**config.mk**
```make
export PLATFORM = sky130hd
export DESIGN_NAME = sort_engine
export DESIGN_NICKNAME = d
export VERILOG_FILES = /design/src/rtl/sort_engine.sv
export SDC_FILE = /design/constraint.sdc
export NUM_CORES = 1
export LEC_CHECK = 0
export CORE_ASPECT_RATIO = 0.75
export CORE_UTILIZATION = 45
export CTS_BUF_LIST = sky130_fd_sc_hd__clkbuf_2
export CTS_CLUSTER_DIAMETER = 50
export CTS_CLUSTER_SIZE = 10
export DETAILED_ROUTE_END_ITERATION = 6
export GPL_TIMING_DRIVEN = 0
export PLACE_DENSITY = 0.68
export REMOVE_ABC_BUFFERS = 1
export SYNTH_ARGS = -nofsm -noshare
export SYNTH_HDL_FRONTEND = slang
export SYNTH_SLANG_ARGS = --single-unit
```
**constraint.sdc**
```tcl
create_clock -name clk -period 12.5 [get_ports clk]
set_input_delay 2.5 -clock clk [delete_from_list [all_inputs] [get_ports clk]]
set_output_delay 2.5 -clock clk [all_outputs]
set_load 0.05 [all_outputs]
```
**src/rtl/sort_engine.sv**
```systemverilog
// In-place bubble sorter: stream words in, sort them in a register array, stream them out.
// Optional build macro SORT_EARLY_EXIT_EN ends the sort after the first pass without a swap.
module sort_engine #(
    parameter int WIDTH  = 32,
    parameter int DEPTH  = 8,
    parameter bit SIGNED = 1'b1
) (
    input  logic                   clk,
    input  logic                   rstn,
    input  logic                   in_valid,
    output logic                   in_ready,
    input  logic [WIDTH-1:0]       in_data,
    input  logic                   start,
    input  logic                   descending,
    output logic                   busy,
    output logic                   done,
    output logic [$clog2(DEPTH):0] count,
    output logic                   out_valid,
    input  logic                   out_ready,
    output logic [WIDTH-1:0]       out_data,
    output logic                   out_last
);

    // state   | meaning
    // IDLE    | accept load beats, wait for start
    // RDA     | reg_a <= mem[j]
    // RDB     | reg_b <= mem[j+1]
    // CMP     | decide swap; pair ends here if no swap
    // WRA     | mem[j]   <= reg_b
    // WRB     | mem[j+1] <= reg_a; pair ends
    // DRAIN   | stream mem[0..n-1] out
    localparam int AW = $clog2(DEPTH);

    localparam logic [2:0] S_IDLE  = 3'd0;
    localparam logic [2:0] S_RDA   = 3'd1;
    localparam logic [2:0] S_RDB   = 3'd2;
    localparam logic [2:0] S_CMP   = 3'd3;
    localparam logic [2:0] S_WRA   = 3'd4;
    localparam logic [2:0] S_WRB   = 3'd5;
    localparam logic [2:0] S_DRAIN = 3'd6;

    localparam logic [AW:0] C_ONE   = (AW+1)'(1);
    localparam logic [AW:0] C_TWO   = (AW+1)'(2);
    localparam logic [AW:0] C_DEPTH = (AW+1)'(DEPTH);

    logic [2:0]       r_state;
    logic [WIDTH-1:0] r_mem [DEPTH];
    logic [AW:0]      r_count;
    logic [AW:0]      r_n;
    logic [AW:0]      r_rd_ptr;
    logic [AW:0]      r_pass;
    logic [AW:0]      r_j;
    logic             r_desc;
    logic             r_done;
    logic [WIDTH-1:0] r_a;
    logic [WIDTH-1:0] r_b;
`ifdef SORT_EARLY_EXIT_EN
    logic             r_swapped;
`endif

    logic             w_load;
    logic             w_start;
    logic [AW:0]      w_n_new;
    logic [AW-1:0]    w_j_idx;
    logic [AW-1:0]    w_j1_idx;
    logic [AW-1:0]    w_cnt_idx;
    logic [AW-1:0]    w_rd_idx;
    logic             w_a_gt_b;
    logic             w_b_gt_a;
    logic             w_swap;
    logic             w_pair_end;
    logic             w_pair_last;
    logic             w_pass_last;
    logic             w_early_stop;
    logic             w_sort_end;

    assign in_ready  = (r_state == S_IDLE) && (r_count < C_DEPTH);
    assign w_load    = in_valid && in_ready;
    assign w_start   = start && (r_state == S_IDLE);
    assign w_n_new   = r_count + {{AW{1'b0}}, w_load};

    assign w_j_idx   = r_j[AW-1:0];
    assign w_j1_idx  = w_j_idx + AW'(1);
    assign w_cnt_idx = r_count[AW-1:0];
    assign w_rd_idx  = r_rd_ptr[AW-1:0];

    assign w_a_gt_b  = SIGNED ? ($signed(r_a) > $signed(r_b)) : (r_a > r_b);
    assign w_b_gt_a  = SIGNED ? ($signed(r_b) > $signed(r_a)) : (r_b > r_a);
    // Equal words never swap, which keeps the sort stable.
    assign w_swap    = r_desc ? w_b_gt_a : w_a_gt_b;

    assign w_pair_end  = ((r_state == S_CMP) && !w_swap) || (r_state == S_WRB);
    assign w_pair_last = (r_j == r_n - C_TWO - r_pass);
    assign w_pass_last = (r_pass == r_n - C_TWO);
`ifdef SORT_EARLY_EXIT_EN
    // A pass ending at CMP saw no swap in its last pair; r_swapped covers the rest.
    assign w_early_stop = (r_state == S_CMP) && !r_swapped;
`else
    assign w_early_stop = 1'b0;
`endif
    assign w_sort_end  = w_pair_end && w_pair_last && (w_pass_last || w_early_stop);

    always_ff @(posedge clk) begin
        if (!rstn) begin
            r_state  <= S_IDLE;
            r_count  <= '0;
            r_n      <= '0;
            r_rd_ptr <= '0;
            r_pass   <= '0;
            r_j      <= '0;
            r_desc   <= 1'b0;
            r_done   <= 1'b0;
            r_a      <= '0;
            r_b      <= '0;
`ifdef SORT_EARLY_EXIT_EN
            r_swapped <= 1'b0;
`endif
        end else begin
            r_done <= 1'b0;
            case (r_state)
                S_IDLE: begin
                    if (w_load) begin
                        r_count <= r_count + C_ONE;
                    end
                    if (w_start) begin
                        r_n      <= w_n_new;
                        r_desc   <= descending;
                        r_pass   <= '0;
                        r_j      <= '0;
                        r_rd_ptr <= '0;
`ifdef SORT_EARLY_EXIT_EN
                        r_swapped <= 1'b0;
`endif
                        if (w_n_new == '0) begin
                            r_done <= 1'b1;
                        end else if (w_n_new == C_ONE) begin
                            r_done  <= 1'b1;
                            r_state <= S_DRAIN;
                        end else begin
                            r_state <= S_RDA;
                        end
                    end
                end
                S_RDA: begin
                    r_a     <= r_mem[w_j_idx];
                    r_state <= S_RDB;
                end
                S_RDB: begin
                    r_b     <= r_mem[w_j1_idx];
                    r_state <= S_CMP;
                end
                S_CMP: begin
                    if (w_swap) begin
                        r_state <= S_WRA;
`ifdef SORT_EARLY_EXIT_EN
                        r_swapped <= 1'b1;
`endif
                    end
                end
                S_WRA: r_state <= S_WRB;
                S_WRB: r_state <= S_RDA;
                S_DRAIN: begin
                    if (out_ready) begin
                        if (r_rd_ptr == r_n - C_ONE) begin
                            r_count  <= '0;
                            r_rd_ptr <= '0;
                            r_state  <= S_IDLE;
                        end else begin
                            r_rd_ptr <= r_rd_ptr + C_ONE;
                        end
                    end
                end
                default: r_state <= S_IDLE;
            endcase

            // Next pair starts back-to-back; no bubble between pairs or passes.
            if (w_pair_end) begin
                if (w_sort_end) begin
                    r_state  <= S_DRAIN;
                    r_done   <= 1'b1;
                    r_rd_ptr <= '0;
                end else if (w_pair_last) begin
                    r_pass  <= r_pass + C_ONE;
                    r_j     <= '0;
                    r_state <= S_RDA;
`ifdef SORT_EARLY_EXIT_EN
                    r_swapped <= 1'b0;
`endif
                end else begin
                    r_j     <= r_j + C_ONE;
                    r_state <= S_RDA;
                end
            end
        end
    end

    // Storage is not reset; only the write path is held off during reset.
    always_ff @(posedge clk) begin
        if (rstn) begin
            if (w_load) begin
                r_mem[w_cnt_idx] <= in_data;
            end else if (r_state == S_WRA) begin
                r_mem[w_j_idx] <= r_b;
            end else if (r_state == S_WRB) begin
                r_mem[w_j1_idx] <= r_a;
            end
        end
    end

    assign busy      = (r_state == S_RDA) || (r_state == S_RDB) || (r_state == S_CMP) ||
                       (r_state == S_WRA) || (r_state == S_WRB);
    assign done      = r_done;
    assign count     = r_count;
    assign out_valid = (r_state == S_DRAIN);
    assign out_data  = r_mem[w_rd_idx];
    assign out_last  = out_valid && (r_rd_ptr == r_n - C_ONE);

endmodule

```
==> reports/qor.csv, run 1 <==
metric,value,unit
GRT overflow,0,
DP Wirelength,29880,um
ys async rst share,0,
Worst Setup EP,out_last,
Final Non-Filler Cells,1882,
worst setup path start,r_rd_ptr[2],
Clock Sink Count,345,
placed cell area,0.02026,mm2
Area contributors post-synth,"edfxtp_1 (41%), mux4_2 (23%), dfxtp_1 (9.6%)",
Setup TNS,0,ns
worst-path maximum fanout,22,
status,"complete, no violations",
Clock Tree Buf Depth,3,
largest net degree at the start of global routing,76,
remaining antenna violation count,0,
setup bufs post-CTS,0,
r2r worst-path depth,8,
post-synth top area cell,edfxtp_1,
"Power, Total",3143,uW
initial core utilization,0.4629,
arrival time worst endpoint,4.21,ns
Mean Syn Cell Area,14.57,um2
worst hold slack,0.4699,ns
die area,0.04202,mm2
Root Driver,clkbuf_2,
Die W,236.4,um
Setup crit end kind,output pin,
fin crit period,6.709,ns
Die H,177.8,um
unrepaired setup endpoints after global routing,false,
Hold Path Class,reg2reg,
sequential share of the synthesized area,0.5108,
Routed Wire Length,46160,um
"most common cell after layout, fill and taps aside",edfxtp_1,
Core Footprint,0.04004,mm2
Mapped Area,0.01854,mm2
Placed Instances,1809,
library cells used by synthesis,55,
# H-tree levels,2,
top cell type's share of synthesized area,0.4147,
Worst-Margin Slew,1.272,ns
first-pass GRT wire length,70740,um
drt wl/cell,24.53,um
DRT iter0 DRCs,1030,
fin. max-slew vios,0,
total CTS buffers,41,
Syn Inst Count,1272,
max frequency,149.1,MHz
part of the cycle the worst path needs,0.5367,
1st-pass router iterations,5,
gr usage total,0.2236,
hold_buf cts,0,
Synthesis Warnings,0,
Buffers on Ports,78,
RR Endpoint,r_mem[1][9],
CP startpoint kind,flop,
worst r2r src,r_j[1],
Post-synth EDFFs,256,
worst path required time,10.00,ns
Worst Skew,0.08694,ns
Crit Path Category,reg2out,
"Reg clk slew, reported paths",0.20,ns
#FFs+latches synth,345,
ys flop type,edfxtp_1,
drc violations,0,
Nets,1415,
routed vias/inst,6.237,
layout cells sized above 1,0.2638,
relative slew slack,0.1445,
Area Growth Syn to Fin,11.35,%
Max Cap Viol,0,
IO Pins,79,
endpoints failing setup,0,
DR vias,11740,
hold path depth,2,
hold path start,r_n[1],
vias in the first global route,11860,
RD Place Congestion,0.8047,
most frequent cells in the layout,"edfxtp_1 (256), mux4_2 (192), mux2i_1 (97)",
final hold violation count,0,
initial antenna violation count,1,
Max IR drop VDD,0.00009628,V
CTS tree,built,
Lkg Pwr,0.006275,uW
pwr/cell area,152.3,mW/mm2
r2r setup slk,8.52,ns
post-CTS sizing,0,
clk_lat worst skew,0.91,ns
row count,63,
final instance area,0.02064,mm2
==> cell families after synthesis <==
kind of cell,Yosys count,synth area share
multiplexers,321,0.3051
flip-flops,345,0.5108
buffers and inverters,144,0.02963
adder cells (fa/ha/maj),45,0.03078
AO/OA/AOI/OAI,171,0.06088
AND/OR/NAND/NOR,226,0.05339
XOR/XNOR,20,0.009449
==> synthesized netlist by cell type (all sizes together) (4+ instances only) <==
master    n
a21oi    28
nand2b   10
dfxtp    89
o21ai    47
xor2      7
mux2i    97
nand3     9
clkbuf   63
mux4    192
buf      33
xnor2    13
ha       44
mux2     32
nand4     7
nor4      4
nand2    80
inv      48
edfxtp  256
a211oi   67
nor2     93
nor3     12
==> cell type report <==
cell class	count	area [um2]
fill	3345	19400
sequential	345	9493
multi-input combinational	783	8598
timing repair buffer	113	1331
tap	520	650.6
clock buffer	67	335.3
inverter	48	182.7
clock inverter	5	48.80
antenna	1	2.502
==> registers in the layout, summed over array words and instances, names as in the netlist <==
| signal | count |
|---|---|
| r_a | 32 |
| r_j | 4 |
| r_b | 32 |
| r_rd_ptr | 4 |
| r_mem | 256 |
| done | 1 |
| r_state | 3 |
| count | 4 |
| r_desc | 1 |
| r_pass | 4 |
| r_n | 4 |
==> power breakdown <==
| group | internal (uW) | total (uW) | switching (uW) |
|---|---|---|---|
| registers | 1380 | 1500 | 113 |
| clock network | 159 | 537 | 378 |
| logic | 451 | 1110 | 658 |
==> stage by stage <==
step / worst slack (ns) / util
after floorplan: 3.280 / -
after global placement: -2.459 / 0.4895
after detailed placement: 6.200 / 0.5058
after CTS: 5.767 / 0.5154
after global routing: 5.583 / 0.5155
final: 5.791 / 0.5155
==> metal layers <==
metal / routed length, um / global-route usage
met1: 19880 / 0.3129
met2: 22180 / 0.3685
met5: 0 / 0
met4: 723 / 0.04708
met3: 3373 / 0.03826
==> worst min-delay path by stage <==
| stage | end | slack, ns |
|---|---|---|
| final | r_n[1] | 0.47 |
| after global routing | r_n[1] | 0.49 |
| after CTS | r_n[1] | 0.48 |
| after detailed placement | r_n[1] | 0.45 |
| after global placement | r_n[1] | 0.45 |
| after floorplan | r_n[1] | 0.44 |
==> worst max-delay path, cell delays in order (launching register included) <==
cell and delay, ns:
dfxtp_2 0.73, buf_12 0.30, xnor2_1 0.12, xnor2_1 0.13, nor4_1 0.96, and2_1 0.24
clkdlybuf4s50_1 0.80
(Power assumes the default switching activity.)
==> run 2, diff against run 1 <==
--- a/config.mk
+++ b/config.mk
@@ -12,7 +12,7 @@
 export CTS_CLUSTER_SIZE = 10
 export DETAILED_ROUTE_END_ITERATION = 6
 export GPL_TIMING_DRIVEN = 0
-export PLACE_DENSITY = 0.68
+export PLACE_DENSITY = 0.7
 export REMOVE_ABC_BUFFERS = 1
 export SYNTH_ARGS = -nofsm -noshare
 export SYNTH_HDL_FRONTEND = slang
==> constraint.sdc (replaced) <==
create_clock -name clk -period 5.4 [get_ports clk]
set_input_delay 1.08 -clock clk [delete_from_list [all_inputs] [get_ports clk]]
set_output_delay 1.08 -clock clk [all_outputs]
set_load 0.05 [all_outputs]
==> run 2 against run 1 <==
Effect of this change: routed wire length rose by 0.17%; sequential power is 130% higher; design area up 0.78%; non-clock buffer count is 3 higher; sequential share of layout area decreased by 0.35 points; clock power grew to 2.6 times the previous value; hold slack better by 0.0062 ns; die area unchanged; flip-flop and latch count unchanged; global-route usage increased by 0.27 points; first-iteration DRC count increased by 3.4%; largest cell class unchanged.
==> reports/qor.csv, run 2 (synthesis gave the netlist of run 1 again) <==
metric,value,unit,change
Setup crit end kind,output pin,,
1st-pass router iterations,5,,unchanged
Core Footprint,0.04004,mm2,unchanged
DR vias,11820,,+0.71%
pwr/cell area,357.7,mW/mm2,+130%
row count,63,,unchanged
endpoints failing setup,0,,unchanged
initial core utilization,0.4629,,unchanged
Crit Path Category,reg2out,,
worst r2r src,r_state[2],,
Worst-Margin Slew,1.052,ns,-0.2197 ns
routed vias/inst,6.251,,+0.23%
IO Pins,79,,unchanged
worst path required time,4.32,ns,-5.68 ns
first-pass GRT wire length,71420,um,+0.96%
die area,0.04202,mm2,unchanged
DRT iter0 DRCs,1065,,+3.4%
hold path depth,2,,unchanged
Finished Core Util,0.5195,,+0.004000
CTS tree,built,,
part of the cycle the worst path needs,0.8972,,
Max Cap Viol,0,,unchanged
DP Wirelength,29660,um,-0.72%
Worst Skew,0.08136,ns,-0.005580 ns
status,"complete, no violations",,
CP startpoint kind,flop,,
r2r worst-path depth,7,,-1
WHS Endpoint,r_n[1],,
Lkg Pwr,0.006355,uW,+1.3%
max frequency,206.4,MHz,
worst-path maximum fanout,21,,-4.5%
total CTS buffers,42,,+2.4%
drc violations,0,,unchanged
initial antenna violation count,1,,unchanged
RR Endpoint,r_mem[0][7],,
Top Registers,"r_mem: 256 flops, r_a: 32 flops, r_b: 32 flops",,
unrepaired setup endpoints after global routing,false,,
drt wl/cell,24.45,um,-0.31%
Die W,236.4,um,unchanged
final hold violation count,0,,unchanged
"most common cell after layout, fill and taps aside",edfxtp_1,,
Area Growth Syn to Fin,12.22,%,
remaining antenna violation count,0,,unchanged
fin crit period,4.845,ns,
Worst Slack Setup Final,0.5549,ns,-5.237 ns
Max IR drop VDD,0.0001553,V,+61%
placed cell area,0.02033,mm2,+0.38%
Nets,1419,,+0.28%
layout cells sized above 1,0.2686,,+0.004837
GRT overflow,0,,unchanged
fin. max-slew vios,0,,unchanged
Clock Tree Buf Depth,3,,unchanged
Place WS,0.5130,ns,-5.687 ns
arrival time worst endpoint,3.77,ns,-0.44 ns
largest net degree at the start of global routing,76,,unchanged
r2r setup slk,1.48,ns,-7.04 ns
Setup TNS,0,ns,unchanged
most frequent cells in the layout,"edfxtp_1 (256), mux4_2 (192), mux2i_1 (97)",,
clk_lat worst skew,0.92,ns,about the same
Die H,177.8,um,unchanged
number of flip-flops in the largest register,256,,unchanged
gr usage total,0.2263,,+0.002725
vias in the first global route,11970,,+0.91%
Clock Sink Count,345,,unchanged
# H-tree levels,2,,unchanged
RD Place Congestion,0.7957,,-1.1%
Buffers on Ports,78,,unchanged
Root Driver,clkbuf_2,,
"Reg clk slew, reported paths",0.22,ns,+0.02 ns
Routed Wire Length,46240,um,+0.17%
Hold Path Class,reg2reg,,
Biggest register,r_mem,,
hold path start,r_n[1],,
final instance area,0.02080,mm2,+0.78%
relative slew slack,0.2949,,+0.1504
## run 2: cell count changes in the layout (fill, tap and decap cells not counted), sizes merged
| cell | delta |
|---|---|
| bufinv | +2 |
| clkbuf | +3 |
| clkinv | +3 |
| inv | -1 |
| clkinvlp | -1 |
| buf | +3 |
## run 2: layer usage
layer  vias to the layer above  GRT usage  wire length (um)
met5                         -          0                 0
met4                         0    0.06115              1010
met3                        78    0.04589              3433
met2                       457     0.3675             21840
met1                      6065     0.3113             19960
li1                       5221          -                 -
## run 2: report_power, final
part,leakage (uW),internal [uW],switching [uW]
sequential,0.00304,3200,261
combinational,0.00297,1050,1540
clock,0.000346,479,911
## run 2: repair_timing
action	4_1_cts	5_1_grt
resized for setup	0	1
buffers inserted	0	0
setup endpoints to repair	0	1
hold buffers	0	0
## run 2: worst max-delay path by stage
stage                      from      endpoint  slack (ns)  depth (start not counted)
floorplan                r_j[0]   r_mem[3][0]       -3.82                          5
global placement         r_j[0]  r_mem[2][14]       -9.66                          5
detailed placement         rstn  r_mem[0][24]        0.51                          6
CTS                 r_rd_ptr[2]      out_last        0.18                          6
global route        r_rd_ptr[2]      out_last        0.29                          6
finish              r_rd_ptr[2]      out_last        0.55                          6
## run 2: worst max-delay path: stages, from the launching register on
cell             delay (ns)
dfxtp_2                0.83
buf_12                 0.28
xnor2_1                0.16
xnor2_1                0.10
nor4_2                 0.48
and2_1                 0.21
clkdlybuf4s50_1        0.80
## run 2: cell type report
type,instances,area (um2)
antenna,1,2.502
timing repair buffer,116,1408
fill,3261,19240
tap,520,650.6
clock buffer,70,350.3
inverter,48,182.7
clock inverter,8,111.4
sequential,345,9493
multi-input combinational,783,8605
## run 2: stage by stage
step / power [uW] / hold slack (ns) / std cells
finish: 7440 / 0.4761 / 1891
CTS: 7481 / 0.4753 / 1890
detailed placement: 6105 / 0.4516 / 1812
global route: 7865 / 0.5111 / 1891
floorplan: 5285 / 0.4363 / 1176
global placement: 6091 / 0.4469 / 1774
==> run 3, diff against run 2 <==
--- a/config.mk
+++ b/config.mk
@@ -7,7 +7,7 @@
 export LEC_CHECK = 0
 export CORE_ASPECT_RATIO = 0.75
 export CORE_UTILIZATION = 45
-export CTS_BUF_LIST = sky130_fd_sc_hd__clkbuf_2
+export CTS_BUF_LIST = sky130_fd_sc_hd__clkbuf_8
 export CTS_CLUSTER_DIAMETER = 50
 export CTS_CLUSTER_SIZE = 10
 export DETAILED_ROUTE_END_ITERATION = 6
==> run 3 against run 2 <==
Effect of this change: critical path depth unchanged; hold slack worse by 0.013 ns; core utilization increased by 0.96 points; largest power group unchanged; highest routed layer unchanged.
==> reports/qor.csv, run 3 (synthesis gave the netlist of run 1 again) <==
metric,value,unit,change
endpoints failing setup,0,,unchanged
worst path required time,4.32,ns,about the same
clk_lat worst skew,0.58,ns,-0.34 ns
"most common cell after layout, fill and taps aside",edfxtp_1,,
GRT overflow,0,,unchanged
hold path start,r_n[1],,
Worst Skew,0.02957,ns,-0.05178 ns
IO Pins,79,,unchanged
CP startpoint kind,flop,,
DR vias,11750,,-0.61%
hold path depth,2,,unchanged
# H-tree levels,2,,unchanged
Root Driver,clkbuf_8,,
worst hold slack,0.4633,ns,-0.01274 ns
vias in the first global route,12010,,+0.37%
pwr/cell area,376.1,mW/mm2,+5.2%
CTS tree,built,,
first-pass GRT wire length,71440,um,about the same
worst path cell trace,buf_12 -> xnor2_1 -> xnor2_1 -> nor4_1 -> and2_1 -> clkdlybuf4s50_1,,
Die W,236.4,um,unchanged
Top Registers,"r_mem: 256 flops, r_a: 32 flops, r_b: 32 flops",,
routed vias/inst,6.216,,-0.56%
RD Place Congestion,0.7957,,unchanged
setup bufs post-CTS,0,,unchanged
row count,63,,unchanged
unrepaired setup endpoints after global routing,false,,
hold_buf cts,0,,unchanged
largest net degree at the start of global routing,76,,unchanged
arrival time worst endpoint,3.74,ns,-0.03 ns
DP Wirelength,29660,um,unchanged
Crit Path Category,reg2out,,
worst r2r src,r_state[2],,
remaining antenna violation count,0,,unchanged
Hold Path Class,reg2reg,,
largest delay contributor family on the critical path,buffers and inverters,,
initial antenna violation count,0,,-1
Max IR drop VDD,0.0001534,V,-1.2%
r2r setup slk,1.52,ns,+0.04 ns
most frequent cells in the layout,"edfxtp_1 (256), mux4_2 (192), mux2i_1 (97)",,
status,"complete, no violations",,
WHS Endpoint,r_n[1],,
most frequent CP cell,xnor2_1,,
Lkg Pwr,0.006538,uW,+2.9%
Buffers on Ports,78,,unchanged
gr usage total,0.2260,,-0.0003327
fin crit period,4.820,ns,-0.02510 ns
drt wl/cell,24.48,um,+0.12%
relative slew slack,0.2968,,+0.001869
Nets,1419,,unchanged
"Reg clk slew, reported paths",0.08,ns,-0.14 ns
Clock Sink Count,345,,unchanged
Finished Core Util,0.5291,,+0.009592
final hold violation count,0,,unchanged
Biggest register,r_mem,,
Worst-Margin Slew,1.045,ns,-0.006709 ns
max frequency,207.5,MHz,+0.52%
r2r worst-path depth,7,,unchanged
crit path buf inv count,2,,unchanged
post-CTS sizing,0,,unchanged
fin. max-slew vios,0,,unchanged
die area,0.04202,mm2,unchanged
Area Growth Syn to Fin,14.29,%,
Die H,177.8,um,unchanged
worst-path maximum fanout,21,,unchanged
Crit path largest cell delay,0.80,ns,-0.03 ns
Clock Tree Buf Depth,3,,unchanged
worst setup path start,r_rd_ptr[2],,
drc violations,0,,unchanged
Core Footprint,0.04004,mm2,unchanged
layout cells sized above 1,0.2518,,-0.01679
RR Endpoint,r_mem[0][26],,
DRT iter0 DRCs,1004,,-5.7%
number of flip-flops in the largest register,256,,unchanged
"slowest stage cell, crit path",dfxtp_2,,
total CTS buffers,42,,unchanged
part of the cycle the worst path needs,0.8926,,-0.004647
Routed Wire Length,46270,um,about the same
diode count,0,,-1
1st-pass router iterations,5,,unchanged
initial core utilization,0.4629,,unchanged
Setup crit end kind,output pin,,
Max Cap Viol,0,,unchanged
[run 3: through the flow]
stage | std cells | setup WS [ns] | cell area, um2 | TNS, ns | total power [uW]
floorplan | 1176 | -3.820 | 18170 | -903.70 | 5285
global placement | 1774 | -9.659 | 19600 | -2389.37 | 6091
detailed placement | 1812 | 0.5130 | 20330 | 0 | 6105
CTS | 1890 | 0.5888 | 21190 | 0 | 8018
global route | 1890 | 0.3755 | 21190 | 0 | 8397
finish | 1890 | 0.5800 | 21190 | 0 | 7968
[run 3: worst max path at each step]
stage | slack [ns] | depth (start not counted) | endpoint
floorplan | -3.82 | 5 | r_mem[3][0]
finish | 0.58 | 6 | out_last
global route | 0.38 | 6 | out_last
CTS | 0.59 | 6 | out_last
global placement | -9.66 | 5 | r_mem[2][14]
detailed placement | 0.51 | 6 | r_mem[0][24]
[run 3: layout make-up]
type | instances | area (um2)
clock buffers | 48 | 660.6
clock inverters | 30 | 193.9
fillers | 3212 | 18860
inverters | 48 | 182.7
multi-input cells | 783 | 8598
flip-flops and latches | 345 | 9493
well taps | 520 | 650.6
repair buffers | 116 | 1408
[run 3: worst register-to-register path: stages (launching register included)]
cell and delay, ns:
dfxtp_1 0.54, inv_1 0.19, nor2_1 0.32, nand2_4 0.56, a21oi_1 0.73, nand2_1 0.30, nor2_4 0.59, buf_12 0.30
[run 3: layer usage]
layer	share of wire	GRT usage
met5	0	0
met4	0.021	0.05871
met3	0.073	0.04635
met2	0.47	0.3676
met1	0.44	0.3108
[run 3: power breakdown]
part           switching (uW)  internal, uW
Sequential                260          3210
Combinational            1530          1050
Clock                     966           958
